## config.mk

```make
export PLATFORM = sky130hd
export DESIGN_NAME = instr_fetch_unit
export DESIGN_NICKNAME = d
export VERILOG_FILES = /design/src/rtl/instr_fetch_unit.sv
export SDC_FILE = /design/constraint.sdc
export NUM_CORES = 1
export LEC_CHECK = 0
export CORE_AREA = 2 2 186 115
export DETAILED_ROUTE_END_ITERATION = 10
export DIE_AREA = 0 0 188 117
export PLACE_DENSITY = 0.74
export SLEW_MARGIN = 30
export SYNTH_ARGS = -nofsm -noshare
export SYNTH_HDL_FRONTEND = slang
export SYNTH_SLANG_ARGS = --single-unit
```

## constraint.sdc

```tcl
create_clock -name i_clk -period 6.26 [get_ports i_clk]
set_clock_uncertainty 0.05 [all_clocks]
set_input_delay 0.626 -clock i_clk [delete_from_list [all_inputs] [get_ports i_clk]]
set_output_delay 0.626 -clock i_clk [all_outputs]
set_load 0.05 [all_outputs]
```

## src/rtl/instr_fetch_unit.sv

```systemverilog
// Instruction fetch front end: PC owner, single-outstanding imem req/ack, FIFO-buffered delivery.
// Latency: request issued the edge after FETCH sees space; zero-wait ack delivers two cycles later; full FIFO stalls fetch.

module ifu_fifo #(
   parameter int WIDTH = 64,
   parameter int DEPTH = 2
) (
   input  logic             i_clk,
   input  logic             i_rst_n,
   input  logic             i_flush,
   input  logic             i_push_vld,
   input  logic [WIDTH-1:0] i_push_dat,
   input  logic             i_pop_rdy,
   output logic             o_head_vld,
   output logic [WIDTH-1:0] o_head_dat,
   output logic             o_full
);
   localparam int AW = (DEPTH > 1) ? $clog2(DEPTH) : 1;
   localparam logic [AW:0] LP_DEPTH = (AW+1)'(DEPTH);

   logic [WIDTH-1:0] r_mem [DEPTH];
   logic [AW-1:0]    r_rd_ptr;
   logic [AW-1:0]    r_wr_ptr;
   logic [AW:0]      r_count;
   logic             w_push;
   logic             w_pop;

   assign w_push = i_push_vld & (r_count != LP_DEPTH);
   assign w_pop  = i_pop_rdy & (r_count != '0);

   // Flush beats any push/pop in the same cycle.
   always_ff @(posedge i_clk or negedge i_rst_n) begin
      if (!i_rst_n) begin
         r_rd_ptr <= '0;
         r_wr_ptr <= '0;
         r_count  <= '0;
         for (int i = 0; i < DEPTH; i++) begin
            r_mem[i] <= '0;
         end
      end else if (i_flush) begin
         r_rd_ptr <= '0;
         r_wr_ptr <= '0;
         r_count  <= '0;
      end else begin
         if (w_push) begin
            r_mem[r_wr_ptr] <= i_push_dat;
            r_wr_ptr        <= r_wr_ptr + 1'b1;
         end
         if (w_pop) begin
            r_rd_ptr <= r_rd_ptr + 1'b1;
         end
         case ({w_push, w_pop})
            2'b10:   r_count <= r_count + 1'b1;
            2'b01:   r_count <= r_count - 1'b1;
            default: r_count <= r_count;
         endcase
      end
   end

   assign o_head_vld = (r_count != '0);
   assign o_head_dat = r_mem[r_rd_ptr];
   assign o_full     = (r_count == LP_DEPTH);
endmodule

module instr_fetch_unit #(
   parameter logic [31:0] RESET_PC   = 32'h0000_0000,
   parameter int          FIFO_DEPTH = 2
) (
   input  logic        i_clk,
   input  logic        i_rst_n,
   output logic        o_imem_req,
   output logic [31:0] o_imem_addr,
   input  logic        i_imem_ack,
   input  logic [31:0] i_imem_rdata,
   output logic        o_instr_valid,
   input  logic        i_instr_ready,
   output logic [31:0] o_instruccion,
   output logic [31:0] o_instr_pc,
   input  logic        i_redirect,
   input  logic [31:0] i_redirect_pc
);
   typedef enum logic [1:0] {
      S_FETCH = 2'd0,
      S_WAIT  = 2'd1,
      S_DRAIN = 2'd2
   } state_t;

   typedef struct packed {
      logic [31:0] word;
      logic [31:0] pc;
   } ifu_entry_t;

   state_t      r_state;
   state_t      w_state_nxt;
   logic [31:0] r_pc;
   logic [31:0] w_pc_nxt;
   logic [31:0] r_req_addr;
   logic [31:0] w_req_addr_nxt;
   logic [31:0] w_redirect_pc;
   logic        w_full;
   logic        w_push;
   logic        w_pop;
   logic        w_head_vld;
   ifu_entry_t  w_push_dat;
   ifu_entry_t  w_head_dat;

   assign w_redirect_pc = i_redirect_pc & 32'hFFFF_FFFC;
   // Only a live WAIT ack is kept; DRAIN acks and acks while idle are dropped.
   assign w_push     = (r_state == S_WAIT) & i_imem_ack & ~i_redirect;
   assign w_pop      = w_head_vld & i_instr_ready & ~i_redirect;
   assign w_push_dat = '{word: i_imem_rdata, pc: r_req_addr};

   always_ff @(posedge i_clk or negedge i_rst_n) begin
      if (!i_rst_n) begin
         r_state    <= S_FETCH;
         r_pc       <= RESET_PC;
         r_req_addr <= RESET_PC;
      end else begin
         r_state    <= w_state_nxt;
         r_pc       <= w_pc_nxt;
         r_req_addr <= w_req_addr_nxt;
      end
   end

   always_comb begin
      w_state_nxt    = r_state;
      w_pc_nxt       = r_pc;
      w_req_addr_nxt = r_req_addr;
      case (r_state)
         S_FETCH: begin
            if (!w_full) begin
               w_state_nxt    = S_WAIT;
               w_req_addr_nxt = r_pc;
            end
         end
         S_WAIT: begin
            if (i_imem_ack) begin
               w_state_nxt = S_FETCH;
               w_pc_nxt    = r_req_addr + 32'd4;
            end
         end
         S_DRAIN: begin
            if (i_imem_ack) begin
               w_state_nxt = S_FETCH;
            end
         end
         default: w_state_nxt = S_FETCH;
      endcase
      // A redirect cancels a not-yet-issued request; an outstanding one must still drain.
      if (i_redirect) begin
         w_pc_nxt       = w_redirect_pc;
         w_req_addr_nxt = r_req_addr;
         w_state_nxt    = ((r_state == S_FETCH) || i_imem_ack) ? S_FETCH : S_DRAIN;
      end
   end

   ifu_fifo #(
      .WIDTH ($bits(ifu_entry_t)),
      .DEPTH (FIFO_DEPTH)
   ) u_fifo (
      .i_clk      (i_clk),
      .i_rst_n    (i_rst_n),
      .i_flush    (i_redirect),
      .i_push_vld (w_push),
      .i_push_dat (w_push_dat),
      .i_pop_rdy  (w_pop),
      .o_head_vld (w_head_vld),
      .o_head_dat (w_head_dat),
      .o_full     (w_full)
   );

   assign o_imem_req    = (r_state != S_FETCH);
   assign o_imem_addr   = r_req_addr;
   assign o_instr_valid = w_head_vld;
   assign o_instruccion = w_head_dat.word;
   assign o_instr_pc    = w_head_dat.pc;
endmodule

```

## After elaboration in Yosys (flattened, before gate mapping)

Cells that the tools add are included.

| cells by class | value |
|---|---|
| $add $sub $neg | 5 |
| magnitude comparators | 3 |
| eq/ne operators | 8 |
| mux-type cells | 20 |
| bitwise gates (word level) | 10 |
| reduce and logical (&&, ||, !) cells | 15 |

Operators by type and width:

| kind | number |
|---|---|
| $mux W64 | 4 |
| $bwmux W128 | 1 |
| $mux W32 | 3 |
| $demux W64 S1 | 1 |
| $add A32 B3 Y32 const B | 1 |
| $reduce_bool A2 Y1 | 6 |
| $mux W2 | 5 |
| $pmux W2 S2 | 2 |
| $and A1 B1 Y1 | 6 |
| $eq A2 B2 Y1 const B | 3 |
| $reduce_and A2 Y1 | 3 |
| $eq A2 B1 Y1 const B | 2 |
| $ge A2 B2 Y1 const B | 2 |
| $mux W1 | 4 |
| $not A1 Y2 | 2 |
| $ne A3 B1 Y1 const B | 1 |
| $ne A3 B3 Y1 const B | 1 |
| $reduce_and A3 Y1 | 1 |
| $reduce_bool A3 Y1 | 1 |
| $add A1 B1 Y1 const B | 2 |
| $add A2 B1 Y2 const B | 1 |
| $logic_not A2 Y1 | 1 |
| $lt A2 B1 Y1 const B | 1 |
| $ne A2 B2 Y1 const B | 1 |
| 5 further kinds | 6 |

| storage, ports and cells | value |
|---|---|
| register bits after elaboration | 198 |
| input port bits | 69 |
| output and inout port bits | 98 |
| logic and storage cells | 69 |

## Depth between registers and ports, before layout

| depth | value |
|---|---|
| depth after elaboration | 7 |
| mapped depth | 9 |
| depth with buffers taken out | 7 |

## Hierarchy

Synthesis repeated with hierarchy kept, for this count alone.

| unflattened totals | value |
|---|---|
| cell total of the unflattened synthesis | 700 |
| area, all modules | 9431.5 µm² |

By module, submodules not included:

| module | instances | cells each | area an instance (µm²) | sequential area each (µm²) |
|---|---|---|---|---|
| ifu_fifo | 1 | 364 | 5960.7 | 3303.2 |
| instr_fetch_unit | 1 | 336 | 3470.8 | 1651.6 |

## Least setup slack after synthesis

No wires, ideal clock.

| timing path | value |
|---|---|
| kind | flip-flop to output port |
| from | register u_fifo.r_rd_ptr |
| to | output o_instr_pc[10] |
| arrival | 1476 ps |
| required time | 5584 ps |
| setup slack | 4108 ps |
| stages on the path, launching flop included | 4 |
| buffers on the path | 2 |
| cell sequence | dfrtp_1 > clkbuf_1 > clkbuf_1 > mux2_2 |

| on the way | value |
|---|---|
| cells in the longest elaborated chain, start to end | 4 |

Ends and longest elaborated chain:

| what | line | source |
|---|---|---|
| start, declared | 22 | `logic [AW-1:0] r_rd_ptr;` |
| start signal, assigned | 50 | `r_rd_ptr <= r_rd_ptr + 1'b1;` |
| $not A1 Y2 (implied by the code) | 61 | `assign o_head_dat = r_mem[r_rd_ptr];` |
| $mux W64 (implied by the code) (3 in a row) | 61 |  |
| end, declared | 78 | `output logic [31:0] o_instr_pc,` |

No other way between the ends. The select of a mux whose other input is x is not followed.

## Final worst setup path

| timing path | value |
|---|---|
| from | register u_fifo.r_rd_ptr |
| to | output o_instr_pc[26] |

The elaborated chain is that of the path after synthesis.

==> run summary <==
Status - completed
Vias in the first global route - 5,849
Largest fanout on the critical path - 48
Synth Flop Type - dfrtp_1
Simple logic cell fraction of the synthesized area - 0.07131
Core Rows - 41
Worst hold slack - 154.4 ps
Postcts setup bufs - 0
Slew HR - 0.3611
Final hold vios - 0
Final core utilization - 0.5609
Via density - 5.160
Combinational family with the most area after synthesis - multiplexers
Cts bufs inserted - 17
CTS clk-pin slew, worst paths - 80 ps
GRT busiest layer - met1
Largest net degree at the start of global routing - 81
Critical path class - reg -> out
Placeable Area - 20,470 sq um
Clock period minus worst slack - 3207 ps
Met1 Resource Use GR - 0.2783
HPWL after detailed placement - 12,610 microns
Syn_nets - 765
Mux contribution to synthesized area - 0.2804
Adder-cell area share of the yosys netlist - 0.004162
Worst vdd ir - 0.0003278 V
Crit-path cells - buf_16 > mux2_2 > clkdlybuf4s50_1
Critical R2R Launch - r_state[1]
Drt first-iter violations - 347
Die ar. - 22,000 sq um
Synth area leaders - dfrtp_1 55%, mux2_2 26%, nand2_1 2.8%
Power per cell area - 485.8 nW/um^2
Post-synth top area share - 0.5494
Io pins - 167
Syn Inst Count - 693
Grt met2 use - 0.2645
Total congestion overflow - 0
Seq cells post-synth - 198
Starting Density - 0.4406
Clock H-tree levels - 4
First-pass GRT wire length - 32,090 microns
Post-Synth XOR/XNOR Area - 0.02816
Antenna Nets Post-Route - 0
Max stage delay on crit path - 740 ps
Cell taking the most area after synthesis - dfrtp_1
Yosys warns - 0
Synthesis-to-finish area growth - 27.29%
CP max stage cell - clkdlybuf4s50_1
Final GP Congestion - 0.7487
Setup Viol. Count Final - 0
Storage cell area - 4959 sq um
# port buffers - 164
Worst-Skew Late Latency - 440 ps
Setup crit start kind - register
CTS resizes - 0
Maximum clock rate - 311.8 MHz
Clock tree buffer depth - 2
TritonCTS clock tree - done
Sequential fraction of the synthesis area - 0.5494
Wire length per cell - 17.56 microns
Crit path capture type - primary output
CTS Root Cell - clkbuf_16
Sink Count - 198
Multi-input combinational cell area - 3834 sq um
Static Leak - 4.961 nW
Arr. time, crit path - 2530 ps
DR vias - 5,851
Fin nets - 912
Number of antenna violations at the first check in global routing - 3
Reg2Reg Depth - 7
Number of synthesized flops with an enable pin - 0
Post-synthesis compound-gate area fraction - 0.03801
Final Slew Violations - 0
R2r endpoint - u_fifo.r_mem[22]
Die H - 117 microns
Share of cells above drive strength 1 - 0.3048
Syn Area/Cell - 13.01 sq um
FILL cells - 1,706
Met3 usage - 0.06291
Async set-reset flop share out of synthesis - 1.000
Reg2reg setup slack - 3410 ps
Final Routed Wirelength - 19,910 microns
Die X - 188 microns
Synth unique cells - 36
Min-Delay Path Class - in -> async
DRT Pass-1 Iters - 4
Maxcap violations - 0
Hold Buf Count CTS - 0
Unrepaired setup endpoints after global routing - no
Setup TNS - 0 ps
Fin crit share - 0.5124
Least-Margin Pin Slew - 954.9 ps
Required time worst endpoint - 5580 ps
Mapped Area - 9019 sq um
Drt drc - 0
All-Layer GR Usage - 0.1873
final cells by class:
type,instances,share of cell area
diodes,2,0.0004360
clock buffers,17,0.03706
clock inverters,15,0.01373
inverters,7,0.002289
multi-input cells,444,0.3340
flip-flops and latches,198,0.4319
well taps,279,0.03041
repair buffers,172,0.1502
cell usage in the layout (no fill, tap or decap), drive strengths merged:
cell	synthesis	final
a21oi	14	14
and2	1	1
and3	6	6
and4	2	2
buf	22	9
bufinv	0	1
clkbuf	22	18
clkdlybuf4s50	0	162
clkinv	0	5
dfrtp	198	198
diode	0	2
ha	3	3
inv	7	16
mux2	221	221
mux2i	4	4
nand2	68	68
nand2b	2	2
nand3	13	13
nand4	13	13
nand4b	1	1
nor2	17	17
nor2b	1	1
nor3	6	6
nor3b	3	3
o211ai	1	1
o21ai	15	15
o21bai	1	1
o221ai	20	20
o31ai	1	1
or2	1	1
or3	1	1
xnor2	7	7
xor2	22	22
where the power goes:
group / switching [mW] / internal, mW
registers: 0.327 / 1.69
logic: 1.44 / 1.01
clock network: 0.531 / 0.567
total: 2.30 / 3.27
metrics by stage:
step / cell area [sq um] / total power [mW] / instances / worst slack [ps]
6_report: 11480 / 5.577 / 1134 / 3053
5_1_grt: 11470 / 5.854 / 1132 / 2969
4_1_cts: 11440 / 5.618 / 1131 / 2829
3_5_place_dp: 10860 / 4.497 / 1099 / 2805
3_3_place_gp: 10850 / 4.461 / 1099 / 2673
2_1_floorplan: 9019 / 3.697 / 693 / 4108
synth_stat cells (2+ instances only):
cell type  instances
o221ai_1          20
buf_6              6
nand4_1           13
buf_2             14
xor2_1            22
a21oi_1           14
o21ai_0           15
xnor2_1            7
clkbuf_1          22
nor3_1             4
dfrtp_1          198
and3_1             6
mux2i_1            4
nand3_1           13
nor2_1            17
and4_1             2
inv_1              7
ha_1               3
mux2_2           211
nand2_1           68
mux2_1            10
nor3b_1            3
cells by family after synthesis:
logic type / Yosys count
AND/OR/NAND/NOR: 135
flip-flops: 198
multiplexers: 225
buffers and inverters: 51
XOR/XNOR: 29
AO/OA/AOI/OAI: 52
adder cells (fa/ha/maj): 3
routing by layer:
| layer | wire (microns) | share of wire |
|---|---|---|
| met1 | 10290 | 0.52 |
| met2 | 8123 | 0.41 |
| met3 | 1375 | 0.069 |
| met4 | 113 | 0.0057 |
| met5 | 11 | 0.00055 |
flip-flops by register name, indices dropped and copies added, names as in the netlist:
name / flops
u_fifo.r_wr_ptr: 1
o_imem_addr: 32
u_fifo.r_rd_ptr: 1
r_state: 2
u_fifo.r_count: 2
r_pc: 32
u_fifo.r_mem: 128
worst max-delay path: cells and delay by family (launching register included):
kind,cells,cell delay (ps)
flops,1,630
mux,1,380
buf+inv,2,1040
how the worst max path moves through the flow:
| stage | slack [ps] | depth (start not counted) | to | start |
|---|---|---|---|---|
| 2_1_floorplan | 4110 | 3 | o_instr_pc[10] | u_fifo.r_rd_ptr |
| 3_3_place_gp | 2670 | 6 | u_fifo.r_mem[42] | i_imem_ack |
| 3_5_place_dp | 2800 | 6 | u_fifo.r_mem[54] | i_imem_ack |
| 4_1_cts | 2830 | 2 | o_instr_pc[26] | u_fifo.r_rd_ptr |
| 5_1_grt | 2970 | 3 | o_instr_pc[26] | u_fifo.r_rd_ptr |
| 6_report | 3050 | 3 | o_instr_pc[26] | u_fifo.r_rd_ptr |
No activity file was read; power rests on OpenSTA's default activity.
